**src/rtl/naive_bus_arbiter_2to1_if.sv**
```systemverilog
// naive_bus port bundle: one single-cycle read channel and one write channel.
//
// A port is used by a requester (master modport) and a responder (slave modport).
//   rd_req/rd_gnt   read handshake; a read completes in the cycle rd_req & rd_gnt
//   rd_addr         read address, held by the requester until granted
//   rd_data         read data, valid the cycle after the completing read cycle
//   wr_req/wr_gnt   write handshake; a write completes in the cycle wr_req & wr_gnt
//   wr_addr         write address
//   wr_byte         write byte enables, one per data byte
//   wr_data         write data
// Grants are combinational from the responder in the same cycle as the request.
interface naive_bus_arbiter_2to1_if #(
  parameter int unsigned AW = 32,
  parameter int unsigned DW = 32
);

  logic            rd_req;
  logic            rd_gnt;
  logic [AW-1:0]   rd_addr;
  logic [DW-1:0]   rd_data;
  logic            wr_req;
  logic            wr_gnt;
  logic [AW-1:0]   wr_addr;
  logic [DW/8-1:0] wr_byte;
  logic [DW-1:0]   wr_data;

  // Requester side: drives requests, receives grants and read data.
  modport master (
    output rd_req,
    output rd_addr,
    input  rd_gnt,
    input  rd_data,
    output wr_req,
    output wr_addr,
    output wr_byte,
    output wr_data,
    input  wr_gnt
  );

  // Responder side: receives requests, drives grants and read data.
  modport slave (
    input  rd_req,
    input  rd_addr,
    output rd_gnt,
    output rd_data,
    input  wr_req,
    input  wr_addr,
    input  wr_byte,
    input  wr_data,
    output wr_gnt
  );

endinterface

```
**src/rtl/naive_bus_arbiter_2to1.sv**
```systemverilog
// Two-master to one-slave naive_bus arbiter.
//
// Merges the core's instruction master (m0_io) and data master (m1_io) onto one
// single-port naive_bus slave (s_io). One transaction per cycle, read or write.
// Selection is combinational; read data is steered back to the master whose read
// completed in the previous cycle.
//
// Ports:
//   clk    clock
//   rst_n  asynchronous active-low reset
//   m0_io  instruction master port (slave modport of naive_bus_arbiter_2to1_if)
//   m1_io  data master port (slave modport)
//   s_io   shared downstream slave port (master modport)
//
// Build option:
//   NB_ARB_DATA_PRIO_EN  when defined, m1 always wins a contended cycle and the
//                        round-robin pointer is not built. When undefined, a 1-bit
//                        round-robin pointer decides contended cycles.
module naive_bus_arbiter_2to1 #(
  parameter int unsigned AW = 32,
  parameter int unsigned DW = 32
) (
  input  logic                     clk,
  input  logic                     rst_n,
  naive_bus_arbiter_2to1_if.slave  m0_io,
  naive_bus_arbiter_2to1_if.slave  m1_io,
  naive_bus_arbiter_2to1_if.master s_io
);

  localparam int unsigned BW = DW / 8;

  // Read-data owner encoding: bit 0 = m0, bit 1 = m1, zero = nobody.
  localparam logic [1:0] OwnNone = 2'b00;

  logic          m0_act, m1_act;
  logic          sel_m0, sel_m1;
  logic          m0_rd_pick, m0_wr_pick;
  logic          m1_rd_pick, m1_wr_pick;
  logic          m0_rd_done, m1_rd_done;
  logic [AW-1:0] s_rd_addr, s_wr_addr;
  logic [BW-1:0] s_wr_byte;
  logic [DW-1:0] s_wr_data;
  logic [1:0]    rd_owner_d, rd_owner_q;

`ifndef NB_ARB_DATA_PRIO_EN
  logic          rr_ptr_d, rr_ptr_q;
  logic          xfer_done;
`endif

  // ---------------------------------------------------------------------------
  // Selection
  // ---------------------------------------------------------------------------
  always_comb begin
    m0_act = m0_io.rd_req | m0_io.wr_req;
    m1_act = m1_io.rd_req | m1_io.wr_req;
`ifdef NB_ARB_DATA_PRIO_EN
    // Data master wins any contended cycle so the memory stage never stalls on fetch.
    sel_m1 = m1_act;
`else
    // m1 wins when alone, or when contending and the pointer favours it.
    sel_m1 = m1_act & (~m0_act | rr_ptr_q);
`endif
    sel_m0 = m0_act & ~sel_m1;

    // A master raising both requests is served as a read; its write stays pending.
    m0_rd_pick = sel_m0 & m0_io.rd_req;
    m0_wr_pick = sel_m0 & ~m0_io.rd_req & m0_io.wr_req;
    m1_rd_pick = sel_m1 & m1_io.rd_req;
    m1_wr_pick = sel_m1 & ~m1_io.rd_req & m1_io.wr_req;
  end

  // ---------------------------------------------------------------------------
  // Request path to the slave: only the picked channel of the selected master is
  // forwarded, everything else is held at zero.
  // ---------------------------------------------------------------------------
  always_comb begin
    s_rd_addr = '0;
    s_wr_addr = '0;
    s_wr_byte = '0;
    s_wr_data = '0;
    if (m0_rd_pick) begin
      s_rd_addr = m0_io.rd_addr;
    end else if (m1_rd_pick) begin
      s_rd_addr = m1_io.rd_addr;
    end
    if (m0_wr_pick) begin
      s_wr_addr = m0_io.wr_addr;
      s_wr_byte = m0_io.wr_byte;
      s_wr_data = m0_io.wr_data;
    end else if (m1_wr_pick) begin
      s_wr_addr = m1_io.wr_addr;
      s_wr_byte = m1_io.wr_byte;
      s_wr_data = m1_io.wr_data;
    end
  end

  assign s_io.rd_req  = m0_rd_pick | m1_rd_pick;
  assign s_io.rd_addr = s_rd_addr;
  assign s_io.wr_req  = m0_wr_pick | m1_wr_pick;
  assign s_io.wr_addr = s_wr_addr;
  assign s_io.wr_byte = s_wr_byte;
  assign s_io.wr_data = s_wr_data;

  // ---------------------------------------------------------------------------
  // Grants: the slave's grant is passed only to the picked channel.
  // ---------------------------------------------------------------------------
  assign m0_rd_done   = m0_rd_pick & s_io.rd_gnt;
  assign m1_rd_done   = m1_rd_pick & s_io.rd_gnt;

  assign m0_io.rd_gnt = m0_rd_done;
  assign m0_io.wr_gnt = m0_wr_pick & s_io.wr_gnt;
  assign m1_io.rd_gnt = m1_rd_done;
  assign m1_io.wr_gnt = m1_wr_pick & s_io.wr_gnt;

  // ---------------------------------------------------------------------------
  // Next state
  // ---------------------------------------------------------------------------
  // Owner tracks only the current cycle's completed read, so back-to-back reads
  // from alternating masters each get their own data.
  assign rd_owner_d = {m1_rd_done, m0_rd_done};

`ifndef NB_ARB_DATA_PRIO_EN
  assign xfer_done = (s_io.rd_req & s_io.rd_gnt) | (s_io.wr_req & s_io.wr_gnt);
  // After a completed transfer point at the master that was not served; a refused
  // request leaves the pointer alone so the same master is reselected.
  assign rr_ptr_d  = xfer_done ? sel_m0 : rr_ptr_q;
`endif

  always_ff @(posedge clk or negedge rst_n) begin
    if (!rst_n) begin
      rd_owner_q <= OwnNone;
`ifndef NB_ARB_DATA_PRIO_EN
      rr_ptr_q   <= 1'b0;
`endif
    end else begin
      rd_owner_q <= rd_owner_d;
`ifndef NB_ARB_DATA_PRIO_EN
      rr_ptr_q   <= rr_ptr_d;
`endif
    end
  end

  // ---------------------------------------------------------------------------
  // Read-data return: unregistered steer of the slave's data.
  // ---------------------------------------------------------------------------
  assign m0_io.rd_data = rd_owner_q[0] ? s_io.rd_data : '0;
  assign m1_io.rd_data = rd_owner_q[1] ? s_io.rd_data : '0;

`ifndef SYNTHESIS
  // The slave never sees a read and a write in the same cycle.
  a_no_concurrent_rw : assert property (@(posedge clk) disable iff (!rst_n)
    !(s_io.rd_req && s_io.wr_req));

  // At most one grant is ever given.
  a_gnt_onehot0 : assert property (@(posedge clk) disable iff (!rst_n)
    $onehot0({m1_io.wr_gnt, m1_io.rd_gnt, m0_io.wr_gnt, m0_io.rd_gnt}));

  // Owner register never claims both masters.
  a_owner_onehot0 : assert property (@(posedge clk) disable iff (!rst_n)
    $onehot0(rd_owner_q));
`endif

endmodule
```
**src/flat_wrapper.sv**
```systemverilog
// flat-port wrapper written by rule: the top's interface ports become plain ports
module naive_bus_arbiter_2to1_flat 
#(
  parameter int unsigned AW = 32,
  parameter int unsigned DW = 32
)
  (clk, rst_n, m0_io_rd_req, m0_io_rd_addr, m0_io_rd_gnt, m0_io_rd_data, m0_io_wr_req, m0_io_wr_addr, m0_io_wr_byte, m0_io_wr_data, m0_io_wr_gnt, m1_io_rd_req, m1_io_rd_addr, m1_io_rd_gnt, m1_io_rd_data, m1_io_wr_req, m1_io_wr_addr, m1_io_wr_byte, m1_io_wr_data, m1_io_wr_gnt, s_io_rd_req, s_io_rd_addr, s_io_rd_gnt, s_io_rd_data, s_io_wr_req, s_io_wr_addr, s_io_wr_byte, s_io_wr_data, s_io_wr_gnt);
  naive_bus_arbiter_2to1_if #(.AW(AW), .DW(DW)) m0_io_i ();
  naive_bus_arbiter_2to1_if #(.AW(AW), .DW(DW)) m1_io_i ();
  naive_bus_arbiter_2to1_if #(.AW(AW), .DW(DW)) s_io_i ();
  input  logic clk;
  input  logic rst_n;
  input wire logic [$bits(m0_io_i.rd_req)-1:0] m0_io_rd_req;
  input wire logic [$bits(m0_io_i.rd_addr)-1:0] m0_io_rd_addr;
  output wire logic [$bits(m0_io_i.rd_gnt)-1:0] m0_io_rd_gnt;
  output wire logic [$bits(m0_io_i.rd_data)-1:0] m0_io_rd_data;
  input wire logic [$bits(m0_io_i.wr_req)-1:0] m0_io_wr_req;
  input wire logic [$bits(m0_io_i.wr_addr)-1:0] m0_io_wr_addr;
  input wire logic [$bits(m0_io_i.wr_byte)-1:0] m0_io_wr_byte;
  input wire logic [$bits(m0_io_i.wr_data)-1:0] m0_io_wr_data;
  output wire logic [$bits(m0_io_i.wr_gnt)-1:0] m0_io_wr_gnt;
  input wire logic [$bits(m1_io_i.rd_req)-1:0] m1_io_rd_req;
  input wire logic [$bits(m1_io_i.rd_addr)-1:0] m1_io_rd_addr;
  output wire logic [$bits(m1_io_i.rd_gnt)-1:0] m1_io_rd_gnt;
  output wire logic [$bits(m1_io_i.rd_data)-1:0] m1_io_rd_data;
  input wire logic [$bits(m1_io_i.wr_req)-1:0] m1_io_wr_req;
  input wire logic [$bits(m1_io_i.wr_addr)-1:0] m1_io_wr_addr;
  input wire logic [$bits(m1_io_i.wr_byte)-1:0] m1_io_wr_byte;
  input wire logic [$bits(m1_io_i.wr_data)-1:0] m1_io_wr_data;
  output wire logic [$bits(m1_io_i.wr_gnt)-1:0] m1_io_wr_gnt;
  output wire logic [$bits(s_io_i.rd_req)-1:0] s_io_rd_req;
  output wire logic [$bits(s_io_i.rd_addr)-1:0] s_io_rd_addr;
  input wire logic [$bits(s_io_i.rd_gnt)-1:0] s_io_rd_gnt;
  input wire logic [$bits(s_io_i.rd_data)-1:0] s_io_rd_data;
  output wire logic [$bits(s_io_i.wr_req)-1:0] s_io_wr_req;
  output wire logic [$bits(s_io_i.wr_addr)-1:0] s_io_wr_addr;
  output wire logic [$bits(s_io_i.wr_byte)-1:0] s_io_wr_byte;
  output wire logic [$bits(s_io_i.wr_data)-1:0] s_io_wr_data;
  input wire logic [$bits(s_io_i.wr_gnt)-1:0] s_io_wr_gnt;
  assign m0_io_i.rd_req = m0_io_rd_req;
  assign m0_io_i.rd_addr = m0_io_rd_addr;
  assign m0_io_rd_gnt = m0_io_i.rd_gnt;
  assign m0_io_rd_data = m0_io_i.rd_data;
  assign m0_io_i.wr_req = m0_io_wr_req;
  assign m0_io_i.wr_addr = m0_io_wr_addr;
  assign m0_io_i.wr_byte = m0_io_wr_byte;
  assign m0_io_i.wr_data = m0_io_wr_data;
  assign m0_io_wr_gnt = m0_io_i.wr_gnt;
  assign m1_io_i.rd_req = m1_io_rd_req;
  assign m1_io_i.rd_addr = m1_io_rd_addr;
  assign m1_io_rd_gnt = m1_io_i.rd_gnt;
  assign m1_io_rd_data = m1_io_i.rd_data;
  assign m1_io_i.wr_req = m1_io_wr_req;
  assign m1_io_i.wr_addr = m1_io_wr_addr;
  assign m1_io_i.wr_byte = m1_io_wr_byte;
  assign m1_io_i.wr_data = m1_io_wr_data;
  assign m1_io_wr_gnt = m1_io_i.wr_gnt;
  assign s_io_rd_req = s_io_i.rd_req;
  assign s_io_rd_addr = s_io_i.rd_addr;
  assign s_io_i.rd_gnt = s_io_rd_gnt;
  assign s_io_i.rd_data = s_io_rd_data;
  assign s_io_wr_req = s_io_i.wr_req;
  assign s_io_wr_addr = s_io_i.wr_addr;
  assign s_io_wr_byte = s_io_i.wr_byte;
  assign s_io_wr_data = s_io_i.wr_data;
  assign s_io_i.wr_gnt = s_io_wr_gnt;
  naive_bus_arbiter_2to1 #(.AW(AW), .DW(DW)) u_core (.clk(clk), .rst_n(rst_n), .m0_io(m0_io_i), .m1_io(m1_io_i), .s_io(s_io_i));
endmodule
```
**config.mk**
```make
export PLATFORM = sky130hd
export DESIGN_NAME = naive_bus_arbiter_2to1_flat
export DESIGN_NICKNAME = d
export VERILOG_FILES = /design/src/rtl/naive_bus_arbiter_2to1_if.sv /design/src/rtl/naive_bus_arbiter_2to1.sv /design/src/flat_wrapper.sv
export SDC_FILE = /design/constraint.sdc
export NUM_CORES = 1
export LEC_CHECK = 0
export CAP_MARGIN = 20
export CORE_AREA = 4 4 159 161
export DETAILED_ROUTE_END_ITERATION = 7
export DIE_AREA = 0 0 163 165
export PLACE_DENSITY = 0.45
export SLEW_MARGIN = 20
export SYNTH_ARGS = -nofsm -noshare
export SYNTH_HDL_FRONTEND = slang
export SYNTH_SLANG_ARGS = --single-unit
```
**constraint.sdc**
```tcl
create_clock -name clk -period 1.6 [get_ports clk]
set_input_delay 0.24 -clock clk [delete_from_list [all_inputs] [get_ports clk]]
set_output_delay 0.24 -clock clk [all_outputs]
set_load 0.01 [all_outputs]
```
==> impl_metrics.json <==
{
  "status": "finished with violations",
  "violations": "setup timing",
  "clock-root-buffer": "clkbuf_16",
  "drtAntennaViolNets": 0,
  "path_cells": "buf_6 > o21a_4 > nor3b_4 > buf_12 > buf_12 > buf_4 > buf_6 > a22o_1 > buf_2",
  "critPathTopFamily": "buffers and inverters",
  "pwr_density_cell_nw_per_um2": 664,
  "fin_nets": 923,
  "filler_cell_count": 2670,
  "slew_violations": 0,
  "syn-num-nets": 457,
  "drt-initial-drc-count": 64,
  "start_kind": "flip-flop",
  "syn2layout_area_growth_pct": 321,
  "grt_pass1_wl_um": 24500,
  "grt_antenna_before_repair": 1,
  "period_minus_slack_ns": 2.11,
  "wire_per_inst_um": 18.4,
  "htreeDepth": 1,
  "cts_tree": "built",
  "route.met2.wl_um": 9650,
  "numCtsBuffers": 3,
  "yosysTopAreaCell": "a22o_1",
  "routed_via_density": 3.68,
  "finalHoldViolations": 0,
  "slowest_delay_ns": 0.40,
  "ys_seq_elements": 3,
  "num_io_pins": 410,
  "layout-drive-gt1-share_pct": 31.8,
  "first_global_vias": 3959,
  "wl_met1_um": 6780,
  "crit_required_ns": 1.36,
  "crit_slowest_cell": "dfrtp_1",
  "port_buffers": 409,
  "final_core_util_pct": 28.9,
  "seqCellArea_um2": 77.6,
  "tightest_slew_ns": 0.382,
  "drc_errors": 0,
  "preCtsSetupSlack_ns": -1.20,
  "finalWeightedCongestion": 0.747,
  "wl_met3_um": 1820,
  "cts.reportedPaths.clkPinSlew_ns": 0.03,
  "top_layer": "met4",
  "syn_area_um2": 1640,
  "leakage_uw": 0.00321,
  "grt_use_total_pct": 12.0,
  "crit_path_end_kind": "output pin",
  "die_h_um": 165,
  "vdd_ir_drop_max_v": 0.000430,
  "layout_common_cells": "235 x clkdlybuf4s50_1, 97 x a22o_1, 79 x buf_2",
  "critical_path_class": "flip-flop to output pin",
  "rows": 57,
  "synth.area.top_cells": "a22o_1 53%, and2_1 26%, buf_2 4.9%, dfrtp_1 4.6%, clkbuf_1 2.1%",
  "start_util_pct": 6.86,
  "routed_wl_um": 18500,
  "path_buf_inv": 6,
  "whs_ns": 0.220,
  "cts.path.max_buffers": 2,
  "numClockSinks": 3,
  "drv_cap": 0,
  "ys_seq_area_share_pct": 4.57,
  "firstDrtPassIters": 4,
  "clock-skew-final_ns": 0.00208,
  "core_area_um2": 24000,
  "overflow": 0,
  "clkLatencyLatePin_ns": 0.22,
  "synth_cell_types": 19,
  "multi_input_comb_area_um2": 1550,
  "min_path_type": "input port to async pin",
  "critical_path_arrival_ns": 1.87,
  "netlist.area_leader.share_pct": 53.3,
  "grt_max_degree": 21,
  "vias": 3704,
  "cp_max_fo": 6,
  "maxSlewHeadroom_pct": 74.6,
  "rsz0062_at_grt": "true",
  "finalCritPeriodShare_pct": 132,
  "die_w_um": 163,
  "dieArea_um2": 26900,
  "fmax_mhz": 475,
  "diodes": 0,
  "yosysWarnings": 0,
  "total_power_uw": 4590,
  "syn_inst": 217,
  "final_common_cell": "clkdlybuf4s50_1",
  "hold_buffers": 0,
  "syn_avg_cell_area_um2": 7.57,
  "setup_viol": 107,
  "dpl.hpwl_um": 14000,
  "timing.final.ws_setup_ns": -0.506
}
## cell type report
cell class	count	share of cell area [%]
clock buffer	4	1.14
multi-input combinational	187	22.4
sequential	3	1.12
tap	324	5.86
timing repair buffer	488	69.5
## stage by stage
stage               setup TNS (ns)  cells  cell area (µm²)
floorplan                        0    217             1640
global placement           -112.73    953             6410
detailed placement         -109.88    953             6410
CTS                         -42.71    998             6750
global route                -51.15   1006             6920
finish                      -42.15   1006             6920
## cells in the mapped netlist (all sizes together)
| library cell | instances |
|---|---|
| o21bai | 1 |
| a21oi | 1 |
| buf | 19 |
| dfrtp | 3 |
| nor3b | 2 |
| a22o | 100 |
| nand2 | 2 |
| and2 | 68 |
| clkbuf | 9 |
| o211ai | 1 |
| a2bb2oi | 1 |
| nand3b | 1 |
| or3b | 1 |
| o21a | 1 |
| mux2 | 1 |
| nor2 | 3 |
| nor2b | 3 |
## where the power goes
part | internal, µW | switching, µW
Combinational | 2470 | 1600
Clock | 329 | 67.7
Sequential | 97.7 | 26.4
Total | 2900 | 1700
## worst paths after layout
check / slack (ns) / startpoint / to / depth (start not counted)
max: -0.51 / u_core.rr_ptr_q$_DFFE_PN0P_ / s_io_wr_data[2] / 9
min: 0.22 / rst_n / u_core.rd_owner_q[1]$_DFF_PN0_ / 1
max reg2reg: -0.28 / u_core.rr_ptr_q$_DFFE_PN0P_ / u_core.rr_ptr_q$_DFFE_PN0P_ / 8
min reg2reg: 0.66 / u_core.rr_ptr_q$_DFFE_PN0P_ / u_core.rr_ptr_q$_DFFE_PN0P_ / 2
max in group asynchronous: 1.20 / rst_n / u_core.rd_owner_q[0]$_DFF_PN0_ / 1
min in group clk: 0.66 / u_core.rr_ptr_q$_DFFE_PN0P_ / u_core.rr_ptr_q$_DFFE_PN0P_ / 2
## flip-flops by register name, summed over array words and instances, names as in the netlist
signal,count
u_core.rd_owner_q,2
u_core.rr_ptr_q,1
## kinds of logic after synthesis
| kind of cell | share of synthesized area (%) |
|---|---|
| mux | 0.685 |
| buf+inv | 8.53 |
| compound gates | 55.5 |
| simple gates | 30.7 |
| flops | 4.57 |
## per-layer routing
layer,global-route usage [%],vias to the layer above
met2,23.4,260
met4,1.94,0
met1,12.9,1651
met5,0,-
li1,-,1777
met3,3.52,16
## repair_timing
action | CTS | global route
endpoints found under the hold margin | 0 | 0
gates resized for setup | 527 | 87
pin swaps | 13 | 43
cloned | 9 | 4
setup endpoints to repair | 173 | 139
buffers inserted | 33 | 10
## worst register-to-register path, stage by stage (launching register included)
cell	delay, ns
dfrtp_1	0.40
buf_6	0.13
buf_4	0.12
buf_6	0.11
or3b_4	0.37
buf_6	0.13
nand2_2	0.06
a2bb2oi_2	0.14
mux2_4	0.30
Note: power is estimated with default switching activity, not from simulation.
